===== src/rtl/output_display_module_pkg.sv =====
// Shared constants for the output display: FSM encodings, digit codes and 7-segment patterns.
package output_display_module_pkg;

  localparam logic [1:0] DISP_IDLE    = 2'd0;
  localparam logic [1:0] DISP_CONVERT = 2'd1;
  localparam logic [1:0] DISP_COMMIT  = 2'd2;

  // Digit codes: 0-9 are decimal values, the rest are symbols.
  typedef logic [3:0] digit_t;
  localparam digit_t DIG_MINUS = 4'hA;
  localparam digit_t DIG_BLANK = 4'hF;

  localparam logic [6:0] SEG_0     = 7'h3F;
  localparam logic [6:0] SEG_1     = 7'h06;
  localparam logic [6:0] SEG_2     = 7'h5B;
  localparam logic [6:0] SEG_3     = 7'h4F;
  localparam logic [6:0] SEG_4     = 7'h66;
  localparam logic [6:0] SEG_5     = 7'h6D;
  localparam logic [6:0] SEG_6     = 7'h7D;
  localparam logic [6:0] SEG_7     = 7'h07;
  localparam logic [6:0] SEG_8     = 7'h7F;
  localparam logic [6:0] SEG_9     = 7'h6F;
  localparam logic [6:0] SEG_MINUS = 7'h40;
  localparam logic [6:0] SEG_BLANK = 7'h00;

  function automatic logic [6:0] seg_encode(input digit_t code);
    logic [6:0] s;
    case (code)
      4'd0:      s = SEG_0;
      4'd1:      s = SEG_1;
      4'd2:      s = SEG_2;
      4'd3:      s = SEG_3;
      4'd4:      s = SEG_4;
      4'd5:      s = SEG_5;
      4'd6:      s = SEG_6;
      4'd7:      s = SEG_7;
      4'd8:      s = SEG_8;
      4'd9:      s = SEG_9;
      DIG_MINUS: s = SEG_MINUS;
      default:   s = SEG_BLANK;
    endcase
    return s;
  endfunction

endpackage


===== src/rtl/output_display_module_bin_to_bcd.sv =====
// Sequential 8-bit to 3-digit BCD converter (double-dabble), one shift per cycle.
module bin_to_bcd_module
  import output_display_module_pkg::*;
(
  input  logic        clk,
  input  logic        rst,
  input  logic        start_i,
  input  logic [7:0]  operand_i,
  output logic        done_o,
  output logic [11:0] bcd_o
);

  logic [19:0] sr_q, sr_d, adj;
  logic [3:0]  cnt_q, cnt_d;

  always_comb begin
    adj = sr_q;
    for (int i = 0; i < 3; i++) begin
      if (sr_q[8+4*i +: 4] >= 4'd5) adj[8+4*i +: 4] = sr_q[8+4*i +: 4] + 4'd3;
    end
    sr_d  = sr_q;
    cnt_d = cnt_q;
    if (start_i) begin
      sr_d  = {12'd0, operand_i};
      cnt_d = 4'd8;
    end else if (cnt_q != 4'd0) begin
      sr_d  = adj << 1;
      cnt_d = cnt_q - 4'd1;
    end
  end

  always_ff @(posedge clk or negedge rst) begin
    if (!rst) begin
      sr_q  <= '0;
      cnt_q <= '0;
    end else begin
      sr_q  <= sr_d;
      cnt_q <= cnt_d;
    end
  end

  // done marks the cycle of the final shift; bcd_o is valid right after that edge.
  assign done_o = (cnt_q == 4'd1);
  assign bcd_o  = sr_q[19:8];

endmodule


===== src/rtl/output_display_module.sv =====
// Output register display: loads a value, converts to BCD, commits atomically, and scans 4 digits.
module output_display_module
  import output_display_module_pkg::*;
#(
  parameter int REFRESH_DIV  = 16,
  parameter int COMMON_ANODE = 0
) (
  input  logic       clk,
  input  logic       rst,
  input  logic       ie,
  input  logic       signed_mode,
  input  logic [7:0] data,
  output logic [6:0] seg,
  output logic [3:0] dig,
  output logic       busy
);

  localparam int CW = (REFRESH_DIV > 2) ? $clog2(REFRESH_DIV) : 1;

  logic [1:0]       state_q, state_d;
  logic             pendValid_q, pendValid_d;
  logic             pendNeg_q, pendNeg_d;
  logic [7:0]       pendMag_q, pendMag_d;
  logic             curNeg_q, curNeg_d;
  logic [3:0][3:0]  digits_q, digits_d;
  logic [CW-1:0]    refCnt_q, refCnt_d;
  logic [1:0]       idx_q, idx_d;
  logic [6:0]       seg_q, seg_d;
  logic [3:0]       dig_q, dig_d;

  logic             inNeg, startNeg, start, convDone;
  logic [7:0]       inMag, startMag;
  logic [11:0]      bcd;
  logic [3:0]       hund, tens, units;

  assign inNeg = signed_mode & data[7];
  assign inMag = inNeg ? (~data + 8'd1) : data;

  bin_to_bcd_module u_bcd (
    .clk       (clk),
    .rst       (rst),
    .start_i   (start),
    .operand_i (startMag),
    .done_o    (convDone),
    .bcd_o     (bcd)
  );

  assign hund  = bcd[11:8];
  assign tens  = bcd[7:4];
  assign units = bcd[3:0];

  // A load arriving in COMMIT is the newest value, so it wins over an older pending one.
  always_comb begin
    state_d     = state_q;
    pendValid_d = pendValid_q;
    pendNeg_d   = pendNeg_q;
    pendMag_d   = pendMag_q;
    digits_d    = digits_q;
    start       = 1'b0;
    startNeg    = inNeg;
    startMag    = inMag;
    case (state_q)
      DISP_IDLE: begin
        if (ie) begin
          start   = 1'b1;
          state_d = DISP_CONVERT;
        end
      end
      DISP_CONVERT: begin
        if (ie) begin
          pendValid_d = 1'b1;
          pendNeg_d   = inNeg;
          pendMag_d   = inMag;
        end
        if (convDone) state_d = DISP_COMMIT;
      end
      DISP_COMMIT: begin
        digits_d[3] = curNeg_q ? DIG_MINUS : DIG_BLANK;
        digits_d[2] = (hund == 4'd0) ? DIG_BLANK : hund;
        digits_d[1] = (hund == 4'd0 && tens == 4'd0) ? DIG_BLANK : tens;
        digits_d[0] = units;
        pendValid_d = 1'b0;
        if (ie) begin
          start   = 1'b1;
          state_d = DISP_CONVERT;
        end else if (pendValid_q) begin
          start    = 1'b1;
          startNeg = pendNeg_q;
          startMag = pendMag_q;
          state_d  = DISP_CONVERT;
        end else begin
          state_d = DISP_IDLE;
        end
      end
      default: state_d = DISP_IDLE;
    endcase
  end

  assign curNeg_d = start ? startNeg : curNeg_q;

  // Scan uses the next index so dig/seg registers line up with the counter wrap.
  always_comb begin
    refCnt_d = refCnt_q + 1'b1;
    idx_d    = idx_q;
    if (refCnt_q == CW'(REFRESH_DIV - 1)) begin
      refCnt_d = '0;
      idx_d    = idx_q + 2'd1;
    end
    seg_d = seg_encode(digits_q[idx_d]);
    dig_d = 4'b0001 << idx_d;
  end

  always_ff @(posedge clk or negedge rst) begin
    if (!rst) begin
      state_q     <= DISP_IDLE;
      pendValid_q <= 1'b0;
      pendNeg_q   <= 1'b0;
      pendMag_q   <= '0;
      curNeg_q    <= 1'b0;
      digits_q    <= {DIG_BLANK, DIG_BLANK, DIG_BLANK, 4'd0};
      refCnt_q    <= '0;
      idx_q       <= '0;
      seg_q       <= SEG_0;
      dig_q       <= 4'b0001;
    end else begin
      state_q     <= state_d;
      pendValid_q <= pendValid_d;
      pendNeg_q   <= pendNeg_d;
      pendMag_q   <= pendMag_d;
      curNeg_q    <= curNeg_d;
      digits_q    <= digits_d;
      refCnt_q    <= refCnt_d;
      idx_q       <= idx_d;
      seg_q       <= seg_d;
      dig_q       <= dig_d;
    end
  end

  assign busy = (state_q != DISP_IDLE);
  assign seg  = (COMMON_ANODE != 0) ? ~seg_q : seg_q;
  assign dig  = (COMMON_ANODE != 0) ? ~dig_q : dig_q;

endmodule

===== config.mk =====
export PLATFORM = sky130hd
export DESIGN_NAME = output_display_module
export DESIGN_NICKNAME = d
export VERILOG_FILES = /design/src/rtl/output_display_module_pkg.sv /design/src/rtl/output_display_module_bin_to_bcd.sv /design/src/rtl/output_display_module.sv
export SDC_FILE = /design/constraint.sdc
export NUM_CORES = 1
export LEC_CHECK = 0
export CAP_MARGIN = 20
export CORE_ASPECT_RATIO = 0.75
export CORE_MARGIN = 3
export CORE_UTILIZATION = 50
export DETAILED_ROUTE_END_ITERATION = 6
export HOLD_SLACK_MARGIN = 0.06
export PLACE_DENSITY = 0.78
export REMOVE_ABC_BUFFERS = 1
export SETUP_SLACK_MARGIN = 0.4
export SLEW_MARGIN = 40
export SYNTH_ARGS = -nofsm -noshare
export SYNTH_HDL_FRONTEND = slang
export SYNTH_SLANG_ARGS = --single-unit

===== constraint.sdc =====
create_clock -name clk -period 5.1 [get_ports clk]
set_clock_uncertainty 0.05 [all_clocks]
set_input_delay 1.02 -clock clk [delete_from_list [all_inputs] [get_ports clk]]
set_output_delay 1.02 -clock clk [all_outputs]
set_load 0.1 [all_outputs]

After elaboration in Yosys (flattened, before gate mapping)

Memories as Yosys holds them, arrays and structs flattened. A register that Yosys moved wholly into a read port is not among the register bits.
Index checks and enable logic that the tools add are counted.

Flip-flop bits (word level): 63
ROM bits: 112
Input port bits: 12
Output and inout port bits: 12
Word-level logic and storage cells: 80
Memories kept: 1

Memories:

| memory           | depth | width | read ports | clocked after Yosys merged registers in | wr ports | line                            | RTL |
|---|---|---|---|---|---|---|---|
| (name not given) | 16    | 7     | 1          | 1                                       | 0        | output_display_module_pkg.sv:28 | `case (code)` |

$add $sub $neg: 7
$lt $le $gt $ge: 4
Equality and inequality tests: 7
Shifts and indexed selects: 1
Muxes and demuxes: 32
Bitwise logic cells: 2
Reductions and logical operators: 12

Operators with widths:

| operator              | count |
|---|---|
| $mux W20              | 2 |
| $mux W4               | 8 |
| $mux W8               | 4 |
| $ge A4 B3 Y1 const B  | 3 |
| $mux W1               | 9 |
| $add A4 B2 Y4 const B | 2 |
| $add A8 B1 Y8 const B | 1 |
| $bmux W4 S2           | 1 |
| $logic_not A4 Y1      | 2 |
| $not A8 Y8            | 1 |
| $mux W2               | 3 |
| $mux W3               | 2 |
| $ne A2 B2 Y1 const B  | 3 |
| $pmux W2 S3           | 1 |
| $reduce_and A2 Y1     | 3 |
| $reduce_bool A2 Y1    | 3 |
| $add A4 B1 Y4 const B | 1 |
| $eq A4 B1 Y1 const B  | 1 |
| $eq A4 B4 Y1 const B  | 1 |
| $pmux W1 S2           | 2 |
| $reduce_bool A4 Y1    | 1 |
| $shl A1 B2 Y4 const A | 1 |
| $sub A4 B1 Y4 const B | 1 |
| $add A3 B2 Y3 const B | 1 |
| 8 further kinds       | 8 |

Logic depth before layout (Yosys ltp)

Depth after elaboration: 7
Mapped depth: 10
Mapped depth without buffers: 9

By module

Synthesis repeated with hierarchy kept, for this count alone.

Cell total of the unflattened synthesis: 392
Area, all modules: 3742.3 µm²

By module, submodules not included:

| module                | instances | cells each | area an instance (µm²) | sequential area each (µm²) |
|---|---|---|---|---|
| output_display_module | 1         | 240        | 2299.7                 | 1096.1 |
| bin_to_bcd_module     | 1         | 152        | 1442.6                 | 600.6 |

Least setup slack after synthesis

Ideal clock, no wire load.

Kind: register to register
Start point: register refCnt_q[0]
End point: register seg_q[3], in the netlist seg[3]
Library setup time: 81 ps
Arrival time: 2050 ps
Setup slack: 2918 ps
Cell stages (with the launch flop): 10
Path buffers: 1
Clock period less this slack: 2182 ps
Cell sequence: dfrtp_1 ha_1 buf_6 a311o_1 o311ai_1 o31a_2 inv_1 ha_1 a21boi_0 a211oi_2

Cells in the longest elaborated chain, start to end: 4

Ends and longest elaborated chain:

| element                       | line                         | RTL |
|---|---|---|
| start: declaration            | output_display_module.sv:26  | `logic [CW-1:0] refCnt_q, refCnt_d;` |
| start signal: assignment      | output_display_module.sv:132 | `refCnt_q <= refCnt_d;` |
| $eq A4 B4 Y1                  | output_display_module.sv:105 | `if (refCnt_q == CW'(REFRESH_DIV - 1)) begin` |
| $mux W2                       | output_display_module.sv:105 |  |
| $bmux W4 S2                   | output_display_module.sv:109 | `seg_d = seg_encode(digits_q[idx_d]);` |
| $mux W4 (not written as such) | output_display_module.sv:109 |  |
| end: declaration              | output_display_module.sv:28  | `logic [6:0] seg_q, seg_d;` |

No other way between the ends. The select of a mux whose other input is x is not followed.
A chain may end at the register's enable or synchronous reset.

Worst setup path after layout

Start point: register refCnt_q[0]
End point: register seg_q[0], in the netlist seg[0]

The elaborated chain is that of the path after synthesis.

==> results.txt <==
Yosys cell types -> 62
Critical path data arrival time -> 3.08 ns
GRT overflow -> 0
VDD IR max -> 0.000352 V
Critical path endpoint category -> flop
Setup violators final -> 0
Worst flop-to-flop path endpoint -> seg[0]$_DFF_PN1_
FF+latch count, synth -> 67
Sequential element share of the synthesized area -> 45.1%
Final hold vios -> 0
Clock power share -> 22.2%
Detailed Routing Iterations Pass 1 -> 4
Synth top area cells -> dfrtp_1, dfstp_2, ha_1
Port bufs -> 23
Postcts setup bufs -> 0
CTS tree -> built
Net Switching -> 809 uW
Root Driver -> clkbuf_8
Finished Core Util -> 59.0%
Final max-slew violation count -> 0
Crit path time final -> 2.86 ns
CP endpoint -> seg[0]$_DFF_PN1_
Worst hold path type -> flop to flop
Die area -> 8620 um2
GPL Wtd Cong -> 0.880
Post-Syn Area per Cell -> 9.86 um2
Worst R2R Start -> refCnt_q[0]$_DFF_PN0_
GRT Util Overall -> 20.2%
Antenna viol nets, final -> 0
Vias/cell -> 5.73
Die W -> 106 um
First-pass GRT wire length -> 13.7 mm
Share of the synthesized area in the top cell type -> 33.9%
Setup_tns -> 0 ns
Data required, critical path -> 5.32 ns
Core outline area -> 7060 um2
Final Power -> 2.11 mW
Max Cap Viol -> 0
Unrepaired setup endpoints after global routing -> false
Final cycle utilization of the critical path -> 56.2%
FF-to-FF setup slack -> 2.24 ns
Status -> complete, no violations
CP Class -> flop to flop
Synth Warn # -> 0
Initial antenna violation count -> 0
Die height -> 81.2 um
Total Wirelength -> 7.87 mm
Power per cell area -> 508 nW/um2
Wire per inst -> 15.7 um
Ant. Diodes -> 0
Synth top cells by count -> dfrtp_1, nand2_1, o21ai_0
# resized after CTS -> 0
Slew headroom -> 47.2%
Hold Worst Slack -> 0.425 ns
H-tree depth -> 3
Max Clk Rate -> 349 MHz
Clock-pin transition on the worst setup and hold timing paths -> 0.07 ns
Starting density of the core -> 53.3%
Asr flop ratio synth -> 100%
Area Overhead vs Synth -> 10.6%
Sequential cell fraction of total power -> 42.0%
CTS buffer count -> 9
Int Pwr -> 1.31 mW
DR DRC count -> 0
Nets -> 425
Via count -> 2865
IO Pins -> 24
Share of cells above drive strength 1 -> 18.9%
Fillers -> 597
Cell Area, Synth -> 3760 um2
Net Sw Frac -> 38.3%
Largest net degree at the start of global routing -> 37
Iter 0 DRT Violations -> 158
Hold Path Depth -> 1
Final WS setup -> 2.24 ns
Worst-case reg-to-reg path depth -> 8
Clk buf depth -> 2
Startpoint Class -> flop
DP Wirelength -> 5.56 mm
Top FF cell, synth -> dfrtp_1
Leak -> 1.82 nW
Logic gate share of total power -> 35.9%
Top-count cell post-synth -> dfrtp_1
CTS sink count -> 67
Pre-CTS WS -> 2.26 ns
Worst Max-Slew Pin Slew -> 0.792 ns
Leading area contributor after synthesis -> dfrtp_1
Max FO, Critical Path -> 13
Clk_lat worst skew -> 0.35 ns
Hold Buf Count CTS -> 0
Standard-cell rows -> 26
CP startpoint -> refCnt_q[0]$_DFF_PN0_
Gate Count Post-Synth -> 382
Number of flops mapped to enable cells by yosys -> 0
Vias in the first global route -> 2774
## cells in the final DEF (no fill, tap or decap), types with 4 or more instances in the layout
cell,n
ha_1,16
xnor2_1,9
buf_2,13
dfstp_2,16
nor2_1,25
nand3_1,11
nand2_1,46
clkdlybuf4s50_1,10
nor3_1,4
inv_1,22
dfrtp_1,51
mux2_2,4
clkbuf_8,12
o21ai_0,34
mux2i_1,6
nand2b_1,7
a211oi_1,7
a211o_1,4
a21oi_1,30
## routing by layer
layer	wire length [um]	track usage, %
met5	0	0
met4	100	4.66
met3	439	5.48
met2	3400	29.8
met1	3920	29.8
## sequential cells by signal (all words and copies together) (netlist names), 2 cells and up
name         flops
dig              4
refCnt_q         4
pendMag_q        8
state_q          2
digits_q        13
idx_q            2
u_bcd.cnt_q      4
seg              7
u_bcd.sr_q      20
## power by group through the flow
| stage | Sequential (mW) | Clock (mW) | Combinational [mW] |
|---|---|---|---|
| detailed placement | 0.890 | 0 | 0.756 |
| floorplan | 0.874 | 0 | 0.578 |
| finish | 0.888 | 0.468 | 0.758 |
| CTS | 0.883 | 0.473 | 0.762 |
| global placement | 0.884 | 0 | 0.737 |
| global route | 0.913 | 0.500 | 0.863 |
## kinds of logic after synthesis
family                     share of synthesized area [%]
DFF                                                 45.1
adders and majority gates                           5.32
and+or+nand+nor                                     14.8
muxes                                               2.79
xor gates and xnor gates                            2.56
AOI/OAI and AO/OA                                   24.2
buffers and inverters                               5.35
## metrics by stage
| step | std cells | area, um2 |
|---|---|---|
| floorplan | 361 | 3650 |
| global placement | 484 | 4010 |
| global route | 500 | 4160 |
| CTS | 500 | 4160 |
| detailed placement | 484 | 3950 |
| finish | 500 | 4160 |
## layout make-up
cell class	count	area, um2	share of cell area (%)
clock buffers	12	165	3.97
multi-input cells	272	1870	44.9
repair buffers	25	180	4.33
clock inverters	4	47.5	1.14
inverters	22	82.6	1.98
well taps	98	123	2.94
flip-flops and latches	67	1700	40.7
## worst min-delay path by stage
stage / end / startpoint / slack, ns
2_1_floorplan: digits_q[12]$_DFFE_PN1N_ / curNeg_q$_DFFE_PN0P_ / 0.36
3_3_place_gp: digits_q[12]$_DFFE_PN1N_ / curNeg_q$_DFFE_PN0P_ / 0.40
3_5_place_dp: digits_q[12]$_DFFE_PN1N_ / curNeg_q$_DFFE_PN0P_ / 0.41
4_1_cts: digits_q[9]$_DFFE_PN1N_ / digits_q[9]$_DFFE_PN1N_ / 0.42
5_1_grt: digits_q[8]$_DFFE_PN1N_ / digits_q[8]$_DFFE_PN1N_ / 0.45
6_report: digits_q[12]$_DFFE_PN1N_ / curNeg_q$_DFFE_PN0P_ / 0.42
## critical path, cell delays in order (launching register included)
cell,delay [ns]
dfrtp_1,0.40
ha_1,0.55
and3_1,0.54
o221ai_1,0.28
a21oi_1,0.26
inv_1,0.13
ha_1,0.22
o21a_1,0.19
a211oi_2,0.16
No activity file was read; power rests on OpenSTA's default activity.
